**src/rtl/serial_accumulator_with_rounding_pkg.sv**
```systemverilog
// Shared number helpers for the serial and parallel multi-input adders:
// accumulator sizing, round-half-to-even with saturation, and the accumulator FSM states.
package serial_accumulator_with_rounding_pkg;

    typedef enum logic [1:0] {
        ACC = 2'd0,
        RND = 2'd1,
        OUT = 2'd2
    } acc_state_t;

    localparam int MAX_WIDTH = 64;
    localparam logic signed [MAX_WIDTH-1:0] ONE = 1;

    typedef struct packed {
        logic [MAX_WIDTH-1:0] value;
        logic                 sat;
    } rnd_result_t;

    function automatic int acc_width(input int num_input, input int width_in);
        return width_in + $clog2(num_input);
    endfunction

    // value must already be sign- or zero-extended to MAX_WIDTH; d=0 skips rounding and only clamps
    function automatic rnd_result_t round_half_even_sat(
        input logic signed [MAX_WIDTH-1:0] value,
        input int                          d,
        input int                          width_out,
        input logic                        is_signed
    );
        logic signed [MAX_WIDTH-1:0] q;
        logic signed [MAX_WIDTH-1:0] rem;
        logic signed [MAX_WIDTH-1:0] half;
        logic signed [MAX_WIDTH-1:0] max_v;
        logic signed [MAX_WIDTH-1:0] min_v;
        rnd_result_t                 res;
        q    = value;
        rem  = '0;
        half = '0;
        if (d > 0) begin
            q    = value >>> d;
            rem  = value - (q <<< d);
            half = ONE <<< (d - 1);
            if ((rem > half) || ((rem == half) && q[0])) begin
                q = q + ONE;
            end
        end
        if (is_signed) begin
            max_v = (ONE <<< (width_out - 1)) - ONE;
            min_v = -(ONE <<< (width_out - 1));
        end else begin
            max_v = (ONE <<< width_out) - ONE;
            min_v = '0;
        end
        res.value = q;
        res.sat   = 1'b0;
        if (q > max_v) begin
            res.value = max_v;
            res.sat   = 1'b1;
        end else if (q < min_v) begin
            res.value = min_v;
            res.sat   = 1'b1;
        end
        return res;
    endfunction

endpackage

```
**src/rtl/serial_accumulator_with_rounding_if.sv**
```systemverilog
// Term input stream and rounded-result output stream of the serial accumulator.
interface serial_accumulator_with_rounding_if #(
    parameter int WIDTH_IN  = 8,
    parameter int WIDTH_OUT = 8
);
    logic [WIDTH_IN-1:0]  in_data;
    logic                 in_valid;
    logic                 in_last;
    logic                 in_ready;
    logic [WIDTH_OUT-1:0] out_data;
    logic                 out_valid;
    logic                 out_ready;
    logic                 out_sat;
    logic                 out_err;

    modport master (
        output in_data, in_valid, in_last, out_ready,
        input  in_ready, out_data, out_valid, out_sat, out_err
    );

    modport slave (
        input  in_data, in_valid, in_last, out_ready,
        output in_ready, out_data, out_valid, out_sat, out_err
    );
endinterface

```
**src/rtl/serial_accumulator_with_rounding_round_sat_stage.sv**
```systemverilog
// Registered width reduction of the frame sum: round-half-to-even in fractional mode,
// plain clamping in integer mode, captured once per frame while the FSM sits in RND.
module serial_accumulator_with_rounding_round_sat_stage #(
    parameter int WIDTH_ACC   = 10,
    parameter int WIDTH_OUT   = 8,
    parameter int IS_SIGNED   = 1,
    parameter int IS_FRACTION = 1
) (
    input  logic                 clk,
    input  logic                 rst_n,
    input  logic                 load,
    input  logic [WIDTH_ACC-1:0] acc,
    input  logic                 err_in,
    output logic [WIDTH_OUT-1:0] out_data,
    output logic                 out_sat,
    output logic                 out_err
);
    import serial_accumulator_with_rounding_pkg::*;

    localparam int D = (IS_FRACTION != 0) ? (WIDTH_ACC - WIDTH_OUT) : 0;

    logic signed [MAX_WIDTH-1:0] acc_ext;
    rnd_result_t                 rnd;
    logic                        unused_hi;

    always_comb begin
        if (IS_SIGNED != 0) begin
            acc_ext = {{(MAX_WIDTH-WIDTH_ACC){acc[WIDTH_ACC-1]}}, acc};
        end else begin
            acc_ext = {{(MAX_WIDTH-WIDTH_ACC){1'b0}}, acc};
        end
        rnd = round_half_even_sat(acc_ext, D, WIDTH_OUT, IS_SIGNED != 0);
    end

    // Clamping guarantees the result fits WIDTH_OUT, so the upper bits carry no information.
    assign unused_hi = ^rnd.value[MAX_WIDTH-1:WIDTH_OUT];

    always_ff @(posedge clk or negedge rst_n) begin
        if (!rst_n) begin
            out_data <= '0;
            out_sat  <= 1'b0;
            out_err  <= 1'b0;
        end else if (load) begin
            out_data <= rnd.value[WIDTH_OUT-1:0];
            out_sat  <= rnd.sat;
            out_err  <= err_in;
        end
    end

endmodule

```
**src/rtl/serial_accumulator_with_rounding.sv**
```systemverilog
// Serial frame accumulator: sums NUM_INPUT streamed terms, then hands the full-width sum to the
// rounding stage and presents one rounded, saturated result per frame on a valid/ready port.
module serial_accumulator_with_rounding #(
    parameter int NUM_INPUT   = 4,
    parameter int WIDTH_IN    = 8,
    parameter int WIDTH_OUT   = 8,
    parameter int IS_SIGNED   = 1,
    parameter int IS_FRACTION = 1
) (
    input  logic                              clk,
    input  logic                              rst_n,
    input  logic                              clr,
    serial_accumulator_with_rounding_if.slave bus
);
    import serial_accumulator_with_rounding_pkg::*;

    localparam int WIDTH_ACC = acc_width(NUM_INPUT, WIDTH_IN);
    localparam int CNT_W     = $clog2(NUM_INPUT) + 1;
    localparam logic [CNT_W-1:0] LAST_CNT = CNT_W'(NUM_INPUT - 1);

    acc_state_t           state;
    acc_state_t           state_next;
    logic [WIDTH_ACC-1:0] acc;
    logic [WIDTH_ACC-1:0] term_ext;
    logic [CNT_W-1:0]     cnt;
    logic                 err;
    logic                 beat;
    logic                 at_last;
    logic                 frame_end;
    logic                 in_ready_q;
    logic                 out_valid_q;
    logic                 rnd_load;

    assign beat      = bus.in_valid && in_ready_q;
    assign at_last   = (cnt == LAST_CNT);
    assign frame_end = beat && (at_last || bus.in_last);
    assign term_ext  = {{(WIDTH_ACC-WIDTH_IN){(IS_SIGNED != 0) && bus.in_data[WIDTH_IN-1]}}, bus.in_data};
    assign rnd_load  = (state == RND) && !clr;

    always_comb begin
        state_next = state;
        case (state)
            ACC:     if (frame_end) state_next = RND;
            RND:     state_next = OUT;
            OUT:     if (bus.out_ready) state_next = ACC;
            default: state_next = ACC;
        endcase
        if (clr) begin
            state_next = ACC;
        end
    end

    // in_ready/out_valid are registered from the next state so they stay low throughout reset.
    always_ff @(posedge clk or negedge rst_n) begin
        if (!rst_n) begin
            state       <= ACC;
            in_ready_q  <= 1'b0;
            out_valid_q <= 1'b0;
        end else begin
            state       <= state_next;
            in_ready_q  <= (state_next == ACC);
            out_valid_q <= (state_next == OUT);
        end
    end

    // A zero count marks the first beat, which loads rather than adds so no clearing cycle is needed.
    always_ff @(posedge clk or negedge rst_n) begin
        if (!rst_n) begin
            acc <= '0;
            cnt <= '0;
            err <= 1'b0;
        end else if (clr) begin
            cnt <= '0;
            err <= 1'b0;
        end else if (beat) begin
            acc <= (cnt == '0) ? term_ext : (acc + term_ext);
            cnt <= cnt + 1'b1;
            err <= err | (bus.in_last != at_last);
        end else if ((state == OUT) && bus.out_ready) begin
            cnt <= '0;
            err <= 1'b0;
        end
    end

    serial_accumulator_with_rounding_round_sat_stage #(
        .WIDTH_ACC   (WIDTH_ACC),
        .WIDTH_OUT   (WIDTH_OUT),
        .IS_SIGNED   (IS_SIGNED),
        .IS_FRACTION (IS_FRACTION)
    ) u_round_sat_stage (
        .clk      (clk),
        .rst_n    (rst_n),
        .load     (rnd_load),
        .acc      (acc),
        .err_in   (err),
        .out_data (bus.out_data),
        .out_sat  (bus.out_sat),
        .out_err  (bus.out_err)
    );

    assign bus.in_ready  = in_ready_q;
    assign bus.out_valid = out_valid_q;

endmodule
```
**src/flat_wrapper.sv**
```systemverilog
// flat-port wrapper written by rule: the top's interface ports become plain ports
module serial_accumulator_with_rounding_flat import serial_accumulator_with_rounding_pkg::*;
#(
    parameter int NUM_INPUT   = 4,
    parameter int WIDTH_IN    = 8,
    parameter int WIDTH_OUT   = 8,
    parameter int IS_SIGNED   = 1,
    parameter int IS_FRACTION = 1
)
  (clk, rst_n, clr, bus_in_data, bus_in_valid, bus_in_last, bus_out_ready, bus_in_ready, bus_out_data, bus_out_valid, bus_out_sat, bus_out_err);
  serial_accumulator_with_rounding_if #(.WIDTH_IN(WIDTH_IN), .WIDTH_OUT(WIDTH_OUT)) bus_i ();
  input  logic clk;
  input  logic rst_n;
  input  logic clr;
  input wire logic [$bits(bus_i.in_data)-1:0] bus_in_data;
  input wire logic [$bits(bus_i.in_valid)-1:0] bus_in_valid;
  input wire logic [$bits(bus_i.in_last)-1:0] bus_in_last;
  input wire logic [$bits(bus_i.out_ready)-1:0] bus_out_ready;
  output wire logic [$bits(bus_i.in_ready)-1:0] bus_in_ready;
  output wire logic [$bits(bus_i.out_data)-1:0] bus_out_data;
  output wire logic [$bits(bus_i.out_valid)-1:0] bus_out_valid;
  output wire logic [$bits(bus_i.out_sat)-1:0] bus_out_sat;
  output wire logic [$bits(bus_i.out_err)-1:0] bus_out_err;
  assign bus_i.in_data = bus_in_data;
  assign bus_i.in_valid = bus_in_valid;
  assign bus_i.in_last = bus_in_last;
  assign bus_i.out_ready = bus_out_ready;
  assign bus_in_ready = bus_i.in_ready;
  assign bus_out_data = bus_i.out_data;
  assign bus_out_valid = bus_i.out_valid;
  assign bus_out_sat = bus_i.out_sat;
  assign bus_out_err = bus_i.out_err;
  serial_accumulator_with_rounding #(.NUM_INPUT(NUM_INPUT), .WIDTH_IN(WIDTH_IN), .WIDTH_OUT(WIDTH_OUT), .IS_SIGNED(IS_SIGNED), .IS_FRACTION(IS_FRACTION)) u_core (.clk(clk), .rst_n(rst_n), .clr(clr), .bus(bus_i));
endmodule
```
**config.mk**
```make
export PLATFORM = sky130hd
export DESIGN_NAME = serial_accumulator_with_rounding_flat
export DESIGN_NICKNAME = d
export VERILOG_FILES = /design/src/rtl/serial_accumulator_with_rounding_pkg.sv /design/src/rtl/serial_accumulator_with_rounding_if.sv /design/src/rtl/serial_accumulator_with_rounding_round_sat_stage.sv /design/src/rtl/serial_accumulator_with_rounding.sv /design/src/flat_wrapper.sv
export SDC_FILE = /design/constraint.sdc
export NUM_CORES = 1
export LEC_CHECK = 0
export CELL_PAD_IN_SITES_DETAIL_PLACEMENT = 0
export CELL_PAD_IN_SITES_GLOBAL_PLACEMENT = 1
export CORE_AREA = 4 4 71 73
export CTS_CLUSTER_DIAMETER = 100
export DETAILED_ROUTE_END_ITERATION = 10
export DIE_AREA = 0 0 75 77
export PLACE_DENSITY_LB_ADDON = 0.1
export SLEW_MARGIN = 20
export SYNTH_ARGS = -nofsm -noshare
export SYNTH_HDL_FRONTEND = slang
export SYNTH_SLANG_ARGS = --single-unit
```
**constraint.sdc**
```tcl
create_clock -name clk -period 5.51 [get_ports clk]
set_clock_uncertainty 0.2 [all_clocks]
set_input_delay 1.102 -clock clk [delete_from_list [all_inputs] [get_ports clk]]
set_output_delay 1.102 -clock clk [all_outputs]
set_load 0.01 [all_outputs]
```
==> results_dict.tcl, run 1 <==
set metrics [dict create \
    grt_pass1_wl_mm 6.61 \
    status "completed" \
    p_clk_share_pct 14.5 \
    syn_area_um2 1900 \
    grt-ovfl-total 0 \
    synthCells 216 \
    cts_tree "done" \
    antenna_cells 0 \
    synthToLayoutAreaGrowth_pct 15.8 \
    core_um2 4350 \
    yosys.area.top_type "dfrtp_1" \
    rsz0062_at_grt "no" \
    synthFlopType "dfrtp_1" \
    p_seq_share_pct 40.8 \
    fp.dieW_um 75 \
    place_congestion 0.852 \
    initial_core_util_pct 43.5 \
    min_path_type "flop to flop" \
    drt_iter0_markers 79 \
    cts_made_buffers 3 \
    ant_nets 0 \
    worst_path_max_delay_cell "clkdlybuf4s50_1" \
    holdWs_ns 0.267 \
    syn_avg_cell_area_um2 8.78 \
    worstPathMaxFanout 3 \
    end_kind "flop" \
    power.internal_mw 0.473 \
    layout-drive-gt1-share_pct 5.51 \
    yosys-top-cells-area "dfrtp_1 37%, ha_1 9.2%, nand2_1 7.1%, o21ai_0 5.0%, a21oi_1 4.2%" \
    power.net_switching_mw 0.292 \
    max-vdd-ir-drop_v 0.000137 \
    ys_warn_count 0 \
    synth-edff-count 0 \
    routed-via-count 1560 \
    cp_cell_sequence "clkdlybuf4s50_1 > ha_1 > a211oi_1 > nor2_1 > or4_1 > a32oi_1 > o21ai_0" \
    syn-num-nets 245 \
    drc 0 \
    cts_sinks 28 \
    synth_top_cell_area_share_pct 37.0 \
    grt_usage_pct 14.1 \
    maxSlewViolCount 0 \
    power-per-cell-area_nw_per_um2 349 \
    grt_pass1_vias 1463 \
    clk_pin_slew_ns 0.10 \
    root_buffer "clkbuf_8" \
    firstDrtPassIters 4 \
    drt_wl_total_mm 3.98 \
    p_sw_share_pct 38.2 \
    slew_headroom_pct 67.2 \
    wire_per_inst_um 13.8 \
    ys_async_sr_fraction_pct 100 \
    worst_setup_path_start_kind "primary input" \
    ctsHoldBuffers 0 \
    die_h_um 77 \
    fin_crit_sh_pct 57.7 \
    antenna_found_initial 0 \
    setup_violations 0 \
    cpPeakStageDelay_ns 0.48 \
    worst_skew_pair.late_latency_ns 0.27 \
    tns_ns 0 \
    vias_per_cell 5.42 \
    rows 24 \
    leakage_nw 0.956 \
    post-route-min-period_ns 3.18 \
    cts_max_level 1 \
    port-buffer-count 25 \
    pre_cts_slack_ns 2.03 \
    dieArea_um2 5780 \
    ys_seq_elements 28 \
    postCtsSetupBuffers 0 \
    num_io_pins 26 \
    yosys.cell_types.count 42 \
    required_ns 5.46 \
    path_class "primary input to flop" \
    clockBufferDepth 2 \
    final_common_cell "nand2_1" \
    grt_max_degree 29 \
    place_hpwl_mm 3.07 \
    combPwrFrac_pct 44.6 \
    yosysSeqAreaShare_pct 37.0 \
    nNetsFinal 267 \
    layout_common_cells "36 x nand2_1, 28 x dfrtp_1, 25 x clkdlybuf4s50_1" \
    finalHoldViolCount 0 \
    ctsResizeCount 0 \
    p_total_mw 0.766 \
    arrival_ns 3.12 \
    worst_pin_slew_ns 0.491 \
    layout_setup_ws_ns 2.33 \
    maxCapViolations 0 \
    fmax_ghz 0.315 \
]
-- registers in the layout, summed over array words and instances (netlist names) --
name	count
u_core.acc	10
u_core.u_round_sat_stage.out_err	1
u_core.bus.in_ready	1
u_core.u_round_sat_stage.out_sat	1
u_core.state	2
u_core.u_round_sat_stage.out_data	8
u_core.cnt	3
u_core.err	1
u_core.bus.out_valid	1
-- through the flow --
stage	instances	instance area, µm²	utilization [%]
floorplan	216	1900	-
global placement	285	2150	49.5
detailed placement	285	2150	49.5
CTS	288	2190	50.4
global route	288	2190	50.4
finish	288	2190	50.4
-- layer usage --
layer	vias up	GRT usage (%)	share of wire, %
met1	719	20.0	50
li1	814	-	-
met3	2	1.31	3.5
met2	25	22.7	46
met4	0	3.56	0.73
met5	-	0	0
-- critical path, delay by kind of cell --
kind | cells | cell delay, ns
AOI/OAI and AO/OA | 3 | 0.65
adders and majority gates | 1 | 0.34
buffers and inverters | 1 | 0.48
and+or+nand+nor | 2 | 0.56
-- kinds of logic after synthesis --
group           count (synthesis)  synth area share (%)
buf+inv                        16                  5.02
compound gates                 58                  19.1
simple gates                   84                  21.1
mux                             8                  4.22
flops                          28                  37.0
xor+xnor                        7                  3.23
fa+ha+maj                      15                  10.3
-- cell type report --
cell class              count  area [µm²]
repair buffers             27         265
well taps                  52        65.1
clock buffers               3        41.3
fillers                   405        2160
flip-flops and latches     28         701
multi-input cells         172        1100
inverters                   6        22.5
-- Yosys cell counts, types with 3 or more instances --
cell type,count
a211oi_1,3
a21oi_1,16
and3_1,3
clkbuf_1,6
dfrtp_1,28
ha_1,14
inv_1,6
mux2i_1,8
nand2_1,36
nand2b_1,5
nand3_1,3
nand4_1,6
nor2_1,13
nor2b_1,4
nor3_1,6
o211ai_1,5
o21ai_0,19
o21ai_1,3
xnor2_1,3
xor2_1,4
-- power groups by stage --
stage	sequential (mW)	combinational, mW	clock (mW)
after global routing	0.322	0.385	0.124
after CTS	0.313	0.345	0.115
after detailed placement	0.317	0.344	0
final	0.312	0.342	0.111
after floorplan	0.310	0.249	0
after global placement	0.314	0.336	0
-- final timing paths --
check,from,to,slack (ns),cells after the start
max in group asynchronous,rst_n,u_core.u_round_sat_stage.out_data[7],3.85,2
hold reg to reg,u_core.state[1],u_core.state[0],0.27,1
hold / removal,u_core.state[1],u_core.state[0],0.27,1
setup / recovery,bus_in_data[1],u_core.acc[5],2.33,7
setup reg to reg,u_core.acc[2],u_core.acc[5],3.14,6
min in group asynchronous,rst_n,u_core.u_round_sat_stage.out_data[0],1.00,2
(Power assumes the default switching activity.)
==> inputs of run 2 (changes only) <==
--- a/config.mk
+++ b/config.mk
@@ -7,10 +7,10 @@
 export LEC_CHECK = 0
 export CELL_PAD_IN_SITES_DETAIL_PLACEMENT = 0
 export CELL_PAD_IN_SITES_GLOBAL_PLACEMENT = 1
-export CORE_AREA = 4 4 71 73
+export CORE_AREA = 4 4 77 79
 export CTS_CLUSTER_DIAMETER = 100
 export DETAILED_ROUTE_END_ITERATION = 10
-export DIE_AREA = 0 0 75 77
+export DIE_AREA = 0 0 81 83
 export PLACE_DENSITY_LB_ADDON = 0.1
 export SLEW_MARGIN = 20
 export SYNTH_ARGS = -nofsm -noshare
==> constraint.sdc (replaced) <==
create_clock -name clk -period 2.62 [get_ports clk]
set_clock_uncertainty 0.2 [all_clocks]
set_input_delay 0.524 -clock clk [delete_from_list [all_inputs] [get_ports clk]]
set_output_delay 0.524 -clock clk [all_outputs]
set_load 0.01 [all_outputs]
==> run 2 against run 1 <==
Effect of this change:
- die area up 16%
- wire length rose by 4.7%
- register-to-register slack lost 2.7 ns
- utilization is 7.2 points lower
- count of clock-buffer cells in the layout unchanged
- clock power grew 110%
- worst hold slack got worse by 0.015 ns
- sequential share of layout area fell by 1.5 points
- combinational power grew 120%
- critical endpoint unchanged
- highest routed layer unchanged
==> results_dict.tcl, run 2 (same netlist as run 1, synthesis figures left out) <==
set metrics [dict create \
    r2r_slack_ns 0.46 \
    top_register "u_core.acc" \
    grt_max_degree 29 \
    worst_pin_slew_ns 0.540 \
    holdWs_ns 0.252 \
    worstPathMaxFanout 3 \
    largest_reg_flops 10 \
    antenna_found_initial 0 \
    largestRegisters "u_core.acc x10, u_core.u_round_sat_stage.out_data x8, u_core.cnt x3" \
    num_io_pins 26 \
    worst_skew_pair.late_latency_ns 0.27 \
    dieArea_um2 6720 \
    max-vdd-ir-drop_v 0.000263 \
    end_kind "flop" \
    grt_usage_pct 13.0 \
    post-route-min-period_ns 2.47 \
    drt_wl_total_mm 4.16 \
    maxSlewViolCount 0 \
    num-fill-cells 564 \
    initial_core_util_pct 35.5 \
    fmax_ghz 0.405 \
    critical_path_buf_inv_count 1 \
    clockBufferDepth 2 \
    slew_headroom_pct 64.0 \
    layout_setup_ws_ns 0.151 \
    maxCapViolations 0 \
    path_depth 7 \
    layout-drive-gt1-share_pct 10.1 \
    synthToLayoutAreaGrowth_pct 21.7 \
    firstDrtPassIters 4 \
    placed_cells 316 \
    final_common_cell "nand2_1" \
    tns_ns 0 \
    ctsHoldBuffers 0 \
    routed-via-count 1591 \
    die_h_um 83 \
    cp_cell_sequence "clkdlybuf4s50_1 > ha_1 > a211oi_1 > nor2_1 > or4_1 > a32oi_1 > o21ai_0" \
    port-buffer-count 25 \
    antenna_cells 0 \
    fp.dieW_um 81 \
    r2r-end "u_core.acc[5]" \
    root_buffer "clkbuf_8" \
    grt_pass1_vias 1482 \
    place_hpwl_mm 3.21 \
    core_um2 5340 \
    rsz0062_at_grt "no" \
    path_class "primary input to flop" \
    required_ns 2.58 \
    startpoint "bus_in_data[1]" \
    ant_nets 0 \
    cts_max_level 1 \
    power-per-cell-area_nw_per_um2 713 \
    wire_per_inst_um 13.1 \
    final_cells 319 \
    crit_family "compound AO/OA/AOI/OAI gates" \
    setup_violations 0 \
    rows 27 \
    grt_pass1_wl_mm 7.05 \
    finalHoldViolCount 0 \
    cp-endpoint "u_core.acc[5]" \
    min_path_type "flop to flop" \
    drc 0 \
    fin_crit_sh_pct 94.2 \
    cts_sinks 28 \
    nNetsFinal 278 \
    place_congestion 0.771 \
    clk_pin_slew_ns 0.09 \
    cpPeakStageDelay_ns 0.43 \
    rr_startpoint "u_core.acc[1]" \
    hold-path-cell-count 1 \
    status "completed" \
    grt-ovfl-total 0 \
    cts_tree "done" \
    post-route-util_pct 43.2 \
    worst_setup_path_start_kind "primary input" \
    layout_common_cells "36 x nand2_1, 28 x dfrtp_1, 25 x clkdlybuf4s50_1" \
    vias_per_cell 4.99 \
    arrival_ns 2.43 \
    drt_iter0_markers 58 \
    worst_r2r_path_depth 6 \
    worst_path_max_delay_cell "clkdlybuf4s50_1" \
    cts_made_buffers 3 \
    pre_cts_slack_ns -0.149 \
    leakage_nw 1.01 \
]
[run 2: layer usage]
layer	part of all wire [%]	global-route usage, %	wire length, µm	vias up
met2	47	20.5	1960	16
met5	0	0	0	-
li1	-	-	-	834
met3	2.0	1.41	83	2
met1	50	18.7	2080	739
met4	0.82	3.69	34	0
[run 2: timing repair]
action / 4_1_cts / 5_1_grt
setup endpoints to repair: 0 / 1
hold endpoints to repair: 0 / 0
setup buffers: 0 / 0
resized for setup: 0 / 1
[run 2: worst min-delay path by stage]
stage / start / endpoint / slack (ns)
finish: u_core.state[1] / u_core.state[0] / 0.25
global placement: u_core.state[1] / u_core.state[0] / 0.25
detailed placement: u_core.state[1] / u_core.state[0] / 0.24
global route: u_core.state[1] / u_core.state[0] / 0.29
CTS: u_core.state[1] / u_core.state[0] / 0.26
floorplan: rst_n / u_core.acc[0] / 0.03
[run 2: through the flow]
| stage | power, mW | cell area, µm² |
|---|---|---|
| after floorplan | 1.18 | 1900 |
| after global placement | 1.43 | 2260 |
| after detailed placement | 1.43 | 2260 |
| after CTS | 1.67 | 2300 |
| after global routing | 1.80 | 2310 |
| final | 1.64 | 2310 |
[run 2: final cells by class]
type	count	area, µm²	area share [%]
clock buffers	3	41.3	1.79
inverters	6	22.5	0.977
multi-input cells	172	1100	47.9
flip-flops and latches	28	701	30.4
well taps	72	90.1	3.91
repair buffers	38	348	15.1
[run 2: power by group]
group | leakage (nW) | switching (mW) | internal, mW
clock | 0.0216 | 0.130 | 0.103
sequential | 0.355 | 0.106 | 0.540
combinational | 0.635 | 0.384 | 0.382
total | 1.01 | 0.619 | 1.03
